===== config.mk =====
export PLATFORM = sky130hd
export DESIGN_NAME = dpram_port_arbiter
export DESIGN_NICKNAME = d
export VERILOG_FILES = /design/src/rtl/dpram_port_arbiter_pkg.sv /design/src/rtl/dpram_port_arbiter_rr_arbiter.sv /design/src/rtl/dpram_port_arbiter.sv
export SDC_FILE = /design/constraint.sdc
export NUM_CORES = 1
export LEC_CHECK = 0
export ABC_AREA = 0
export CAP_MARGIN = 20
export CORE_MARGIN = 2
export CORE_UTILIZATION = 35
export DETAILED_ROUTE_END_ITERATION = 8
export PLACE_DENSITY = 0.76
export SYNTH_ARGS = -nofsm -noshare
export SYNTH_HDL_FRONTEND = slang
export SYNTH_SLANG_ARGS = --single-unit

===== constraint.sdc =====
create_clock -name clock -period 17.2 [get_ports clock]
set_input_delay 4.3 -clock clock [delete_from_list [all_inputs] [get_ports clock]]
set_output_delay 4.3 -clock clock [all_outputs]
set_load 0.05 [all_outputs]

===== src/rtl/dpram_port_arbiter_pkg.sv =====
// rtl/dpram_port_arbiter_pkg.sv - shared state codes and round-robin pick helper
//
// Purpose: common definitions for the DPRAM port arbiter.
//   - arb_state_t : arbiter FSM state (IDLE arbitrates, CLEAR fills the RAM)
//   - rr_pick     : round-robin winner index for up to 8 requesters
package dpram_port_arbiter_pkg;

  typedef logic [0:0] arb_state_t;

  localparam arb_state_t ST_IDLE  = 1'b0;
  localparam arb_state_t ST_CLEAR = 1'b1;

  // Index width fixed at 3 bits so one helper serves every NUM_REQ in 2..8.
  // Search starts just after last and wraps modulo n; the first set bit wins.
  // With no request the returned index is last, so downstream muxes keep
  // presenting the previous winner's address/data.
  function automatic logic [2:0] rr_pick(input logic [7:0] req,
                                         input logic [2:0] last,
                                         input int n);
    logic [2:0] win;
    logic       found;
    int         idx;
    win   = last;
    found = 1'b0;
    for (int k = 1; k <= 8; k++) begin
      if (k <= n && !found) begin
        idx = (int'(last) + k) % n;
        if (req[idx[2:0]]) begin
          win   = idx[2:0];
          found = 1'b1;
        end
      end
    end
    return win;
  endfunction

endpackage


===== src/rtl/dpram_port_arbiter_rr_arbiter.sv =====
// rtl/dpram_port_arbiter_rr_arbiter.sv - round-robin pick with registered last-grant pointer
//
// Purpose: combinational one-hot grant among NUM_REQ requesters, rotating
// priority from the last granted requester.
// Ports:
//   clock, reset_n : clock and asynchronous active-low reset
//   en             : grant enable; with en low no grant and pointer holds
//   req            : per-requester request bits
//   gnt            : one-hot grant (zero when en low or no request)
//   win_idx        : winning index (last grant when nothing requested)
module dpram_port_arbiter_rr_arbiter
  import dpram_port_arbiter_pkg::*;
#(
  parameter int NUM_REQ = 3
) (
  input  logic               clock,
  input  logic               reset_n,
  input  logic               en,
  input  logic [NUM_REQ-1:0] req,
  output logic [NUM_REQ-1:0] gnt,
  output logic [2:0]         win_idx
);

  logic [2:0] last_grant_q;
  logic [2:0] last_grant_d;
  logic [7:0] req_pad;
  logic       any_req;

  always_comb begin
    req_pad                = '0;
    req_pad[NUM_REQ-1:0]   = req;
    any_req                = |req;
    win_idx                = rr_pick(req_pad, last_grant_q, NUM_REQ);
    gnt                    = '0;
    for (int i = 0; i < NUM_REQ; i++) begin
      gnt[i] = en && any_req && (win_idx == 3'(i));
    end
    last_grant_d = (en && any_req) ? win_idx : last_grant_q;
  end

  // Pointer starts at the highest index so requester 0 is searched first.
  always_ff @(posedge clock or negedge reset_n) begin
    if (!reset_n) begin
      last_grant_q <= 3'(NUM_REQ - 1);
    end else begin
      last_grant_q <= last_grant_d;
    end
  end

endmodule


===== src/rtl/dpram_port_arbiter.sv =====
// rtl/dpram_port_arbiter.sv - round-robin sharing of one DPRAM port with a clear sequencer
//
// Purpose: grants one requester per cycle onto a single RAM port, returns
// read data one cycle later, and can fill the whole RAM with CLEAR_VAL.
// Ports:
//   clock, reset_n          : clock, asynchronous active-low reset
//   req/we/addr/wdata       : per-requester access (addr/wdata packed by index)
//   ack                     : combinational one-hot grant
//   rvalid, rdata           : registered read-return strobe, shared read data
//   clear_start, clear_busy : clear command pulse, clear-in-progress flag
//   ram_wren/address/data   : to the RAM port; ram_q from the RAM port
module dpram_port_arbiter
  import dpram_port_arbiter_pkg::*;
#(
  parameter int                NUM_REQ   = 3,
  parameter int                DATA_W    = 16,
  parameter int                ADDR_W    = 10,
  parameter logic [DATA_W-1:0] CLEAR_VAL = '0
) (
  input  logic                      clock,
  input  logic                      reset_n,
  input  logic [NUM_REQ-1:0]        req,
  input  logic [NUM_REQ-1:0]        we,
  input  logic [NUM_REQ*ADDR_W-1:0] addr,
  input  logic [NUM_REQ*DATA_W-1:0] wdata,
  output logic [NUM_REQ-1:0]        ack,
  output logic [NUM_REQ-1:0]        rvalid,
  output logic [DATA_W-1:0]         rdata,
  input  logic                      clear_start,
  output logic                      clear_busy,
  output logic                      ram_wren,
  output logic [ADDR_W-1:0]         ram_address,
  output logic [DATA_W-1:0]         ram_data,
  input  logic [DATA_W-1:0]         ram_q
);

  localparam logic [ADDR_W-1:0] CLR_LAST = ADDR_W'((2 ** ADDR_W) - 1);

  arb_state_t          state_q, state_d;
  logic [ADDR_W-1:0]   clr_cnt_q, clr_cnt_d;
  logic                clear_busy_q, clear_busy_d;
  logic [NUM_REQ-1:0]  rvalid_q, rvalid_d;

  logic                arb_en;
  logic [NUM_REQ-1:0]  gnt;
  logic [2:0]          win_idx;
  logic                in_clear;
  logic [ADDR_W-1:0]   sel_addr;
  logic [DATA_W-1:0]   sel_wdata;
  logic                sel_we;

  // The pointer must not move while clearing, and reset_n gating keeps ack
  // low during reset even though the grant path is purely combinational.
  assign in_clear = (state_q == ST_CLEAR);
  assign arb_en   = reset_n && !in_clear;

  dpram_port_arbiter_rr_arbiter #(
    .NUM_REQ (NUM_REQ)
  ) u_rr_arbiter (
    .clock   (clock),
    .reset_n (reset_n),
    .en      (arb_en),
    .req     (req),
    .gnt     (gnt),
    .win_idx (win_idx)
  );

  // Winner's fields; with no request win_idx is the previous winner.
  always_comb begin
    sel_addr  = '0;
    sel_wdata = '0;
    sel_we    = 1'b0;
    for (int i = 0; i < NUM_REQ; i++) begin
      if (win_idx == 3'(i)) begin
        sel_addr  = addr[i*ADDR_W +: ADDR_W];
        sel_wdata = wdata[i*DATA_W +: DATA_W];
        sel_we    = we[i];
      end
    end
  end

  always_comb begin
    state_d   = state_q;
    clr_cnt_d = clr_cnt_q;
    case (state_q)
      ST_IDLE: begin
        if (clear_start) begin
          state_d = ST_CLEAR;
        end
      end
      ST_CLEAR: begin
        // Counter wraps to zero on the same edge that returns to IDLE.
        clr_cnt_d = clr_cnt_q + 1'b1;
        if (clr_cnt_q == CLR_LAST) begin
          state_d = ST_IDLE;
        end
      end
      default: state_d = ST_IDLE;
    endcase
    clear_busy_d = (state_d == ST_CLEAR);
    // A read granted alongside clear_start still returns in CLEAR cycle 1.
    rvalid_d     = gnt & ~we;
  end

  always_ff @(posedge clock or negedge reset_n) begin
    if (!reset_n) begin
      state_q      <= ST_IDLE;
      clr_cnt_q    <= '0;
      clear_busy_q <= 1'b0;
      rvalid_q     <= '0;
    end else begin
      state_q      <= state_d;
      clr_cnt_q    <= clr_cnt_d;
      clear_busy_q <= clear_busy_d;
      rvalid_q     <= rvalid_d;
    end
  end

  assign ack         = gnt;
  assign rvalid      = rvalid_q;
  assign rdata       = ram_q;
  assign clear_busy  = clear_busy_q;
  assign ram_wren    = reset_n && (in_clear || ((|gnt) && sel_we));
  assign ram_address = in_clear ? clr_cnt_q : sel_addr;
  assign ram_data    = in_clear ? CLEAR_VAL : sel_wdata;

endmodule


==> results.json <==
{
  "holdCritStartpoint": "clr_cnt_q[9]",
  "grtUsageTotal": 0.198,
  "antenna_found_initial": 0,
  "synth_area_leader_cell": "dfrtp_1",
  "cts_hold_buf": 0,
  "tns_ps": 0,
  "setup_viol": 0,
  "grt_first_pass_wirelength_mm": 16.0,
  "finalNonFillerCells": 596,
  "critPathBufInv": 2,
  "hold_violations": 0,
  "critPathSlowestCell": "clkdlybuf4s50_1",
  "netlist_top_cells_area": "dfrtp_1, ha_1, nand2_1",
  "row_count": 34,
  "clockBufferDepth": 2,
  "grt_pass1_vias": 3417,
  "num_vias": 3396,
  "grt_max_degree": 38,
  "gp_congestion": 0.890,
  "worstHoldEndpoint": "clr_cnt_q[9]",
  "place_inst": 592,
  "r2r-end": "rvalid[2]",
  "portBuffers": 120,
  "yosysSeqAreaShare": 0.139,
  "area_delta_synth_final_pct": 38.7,
  "clkLatencyLatePin_ps": 250,
  "rsz0062_at_grt": "false",
  "hold_depth": 1,
  "avgViaCountPerCell": 5.70,
  "worstPathArrival_ps": 8500,
  "cp_cell_sequence": "clkdlybuf4s50_1, nand2_1, a21o_1, a31oi_1, a2111oi_0, nand3_1, a31oi_1, o211ai_1, o221ai_1, clkdlybuf4s50_1",
  "path_class": "input port to output port",
  "yosys_warnings": 0,
  "cts.sink_count": 17,
  "coreArea_um2": 8640,
  "r2r-start": "u_rr_arbiter.last_grant_q[0]",
  "synth_edf_count": 0,
  "clk_pin_slew_worst_paths_ps": 60,
  "avgSynthCellArea_um2": 7.69,
  "placed_cell_area_um2": 4220,
  "drcViolationCount": 0,
  "worstPathMaxFanout": 11,
  "final_cell_mix": "clkdlybuf4s50_1, nand2_1, inv_1",
  "relSlewSlack": 0.283,
  "die_y_um": 97.8,
  "hold_class": "flop to flop",
  "yosys_register_bits": 17,
  "drv_cap": 0,
  "io_pins": 153,
  "die_width_um": 97.8,
  "drv_slew": 0,
  "reg2reg_setup_slack_ps": 11490,
  "drive_gt1_frac": 0.0840,
  "clockRootBuffer": "clkbuf_8",
  "worst_slew_pin_slew_ps": 1080,
  "postCtsSetupBuffers": 0,
  "synth_ff_type": "dfrtp_1",
  "initial_core_util": 0.356,
  "syn_inst": 400,
  "die_area_um2": 9560,
  "hpwl_mm": 7.69,
  "async_reset_ff_frac": 1.00,
  "end_kind": "output port",
  "fin_worst_skew_ps": 1.16,
  "fill_cells": 832,
  "ctsResizeCount": 0,
  "synth.top_cell.area_share": 0.130,
  "drt-total-wl_mm": 9.78,
  "fin_nets": 611,
  "cts_max_level": 1,
  "max_stage_delay_ps": 840,
  "min_period_over_period": 0.744,
  "n_antenna_cell": 0,
  "ant_nets": 0,
  "critical_path.top_delay_family": "compound AO/OA/AOI/OAI gates",
  "cts_buffers": 3,
  "routedWlPerCell_um": 16.4,
  "crit_cells": 10,
  "critPathLaunchType": "input port",
  "drt_iter0_markers": 224,
  "worst_hold_slack_ps": 501,
  "design_area_um2": 4270,
  "mostFrequentLayoutCell": "clkdlybuf4s50_1",
  "grt-ovfl-total": 0,
  "reg2reg_depth": 17,
  "period_minus_slack_ps": 12800,
  "tritoncts": "yes",
  "drt_pass1_iterations": 4,
  "syn_area_um2": 3080,
  "synth_nets": 522,
  "status": "completed",
  "synth_cell_types": 73,
  "required_ps": 12900,
  "fmax_ghz": 0.0781
}
==> synth_stat cells (11+ instances only) <==
cell type / count
buf_4: 18
or4_1: 16
a221oi_1: 11
nor2_1: 17
o31ai_1: 17
clkbuf_1: 14
inv_1: 36
ha_1: 19
nand2_1: 50
dfrtp_1: 16
mux2i_1: 15
==> through the flow <==
| step | util | setup WS [ps] |
|---|---|---|
| finish | 0.494 | 4400 |
| global route | 0.494 | 4160 |
| CTS | 0.494 | 4480 |
| detailed placement | 0.489 | 4500 |
| global placement | 0.489 | 4660 |
| floorplan | - | 5230 |
==> worst max-delay path by stage <==
stage / from / to
after floorplan: req[0] / ram_wren
after global placement: req[0] / ram_address[9]
after detailed placement: req[2] / ram_address[9]
after CTS: req[2] / ram_address[9]
after global routing: req[2] / ram_address[7]
final: req[2] / ram_address[9]
==> flip-flops by register name, indices dropped and copies added (netlist names) <==
register,flops
clear_busy,1
clr_cnt_q,10
rvalid,3
u_rr_arbiter.last_grant_q,3
==> layout make-up <==
cell class                 count  area, um2  area share
multi-input combinational    304       2280       0.535
timing repair buffer         124       1230       0.288
sequential                    17        427       0.100
inverter                      39        146      0.0343
tap                          108        135      0.0317
clock buffer                   4       45.0      0.0106
==> kinds of logic (layout without fill, tap and decap cells) <==
group           Yosys count  count (layout)  synth area share
simple gates            136             136             0.228
xor+xnor                 17              17            0.0557
compound gates          113             113             0.313
flops                    17              17             0.139
mux                      19              19            0.0646
fa+ha+maj                19              19            0.0772
buf+inv                  79             167             0.123
==> metal layers <==
| layer | global-route usage | up-vias | wire length, um |
|---|---|---|---|
| li1 | - | 1663 | - |
| met1 | 0.229 | 1589 | 3960 |
| met2 | 0.365 | 117 | 4940 |
| met3 | 0.0415 | 27 | 609 |
| met4 | 0.0630 | 0 | 269 |
| met5 | 0 | - | 0 |
==> worst reg2reg max path: stages (launching register included) <==
cell	delay, ps
dfrtp_1	830
inv_1	120
ha_1	290
xor2_2	290
inv_2	100
ha_1	310
nand2b_1	160
and4_1	230
or2_4	260
xnor2_2	160
ha_1	250
a211oi_2	420
xnor2_1	130
a2111oi_0	580
and3_1	290
o41ai_2	130
a21oi_2	800
nor3b_1	270
Power is left out: the tool's default activity adds up to more than one toggle a clock period on the data nets, which glitch-free logic cannot reach.
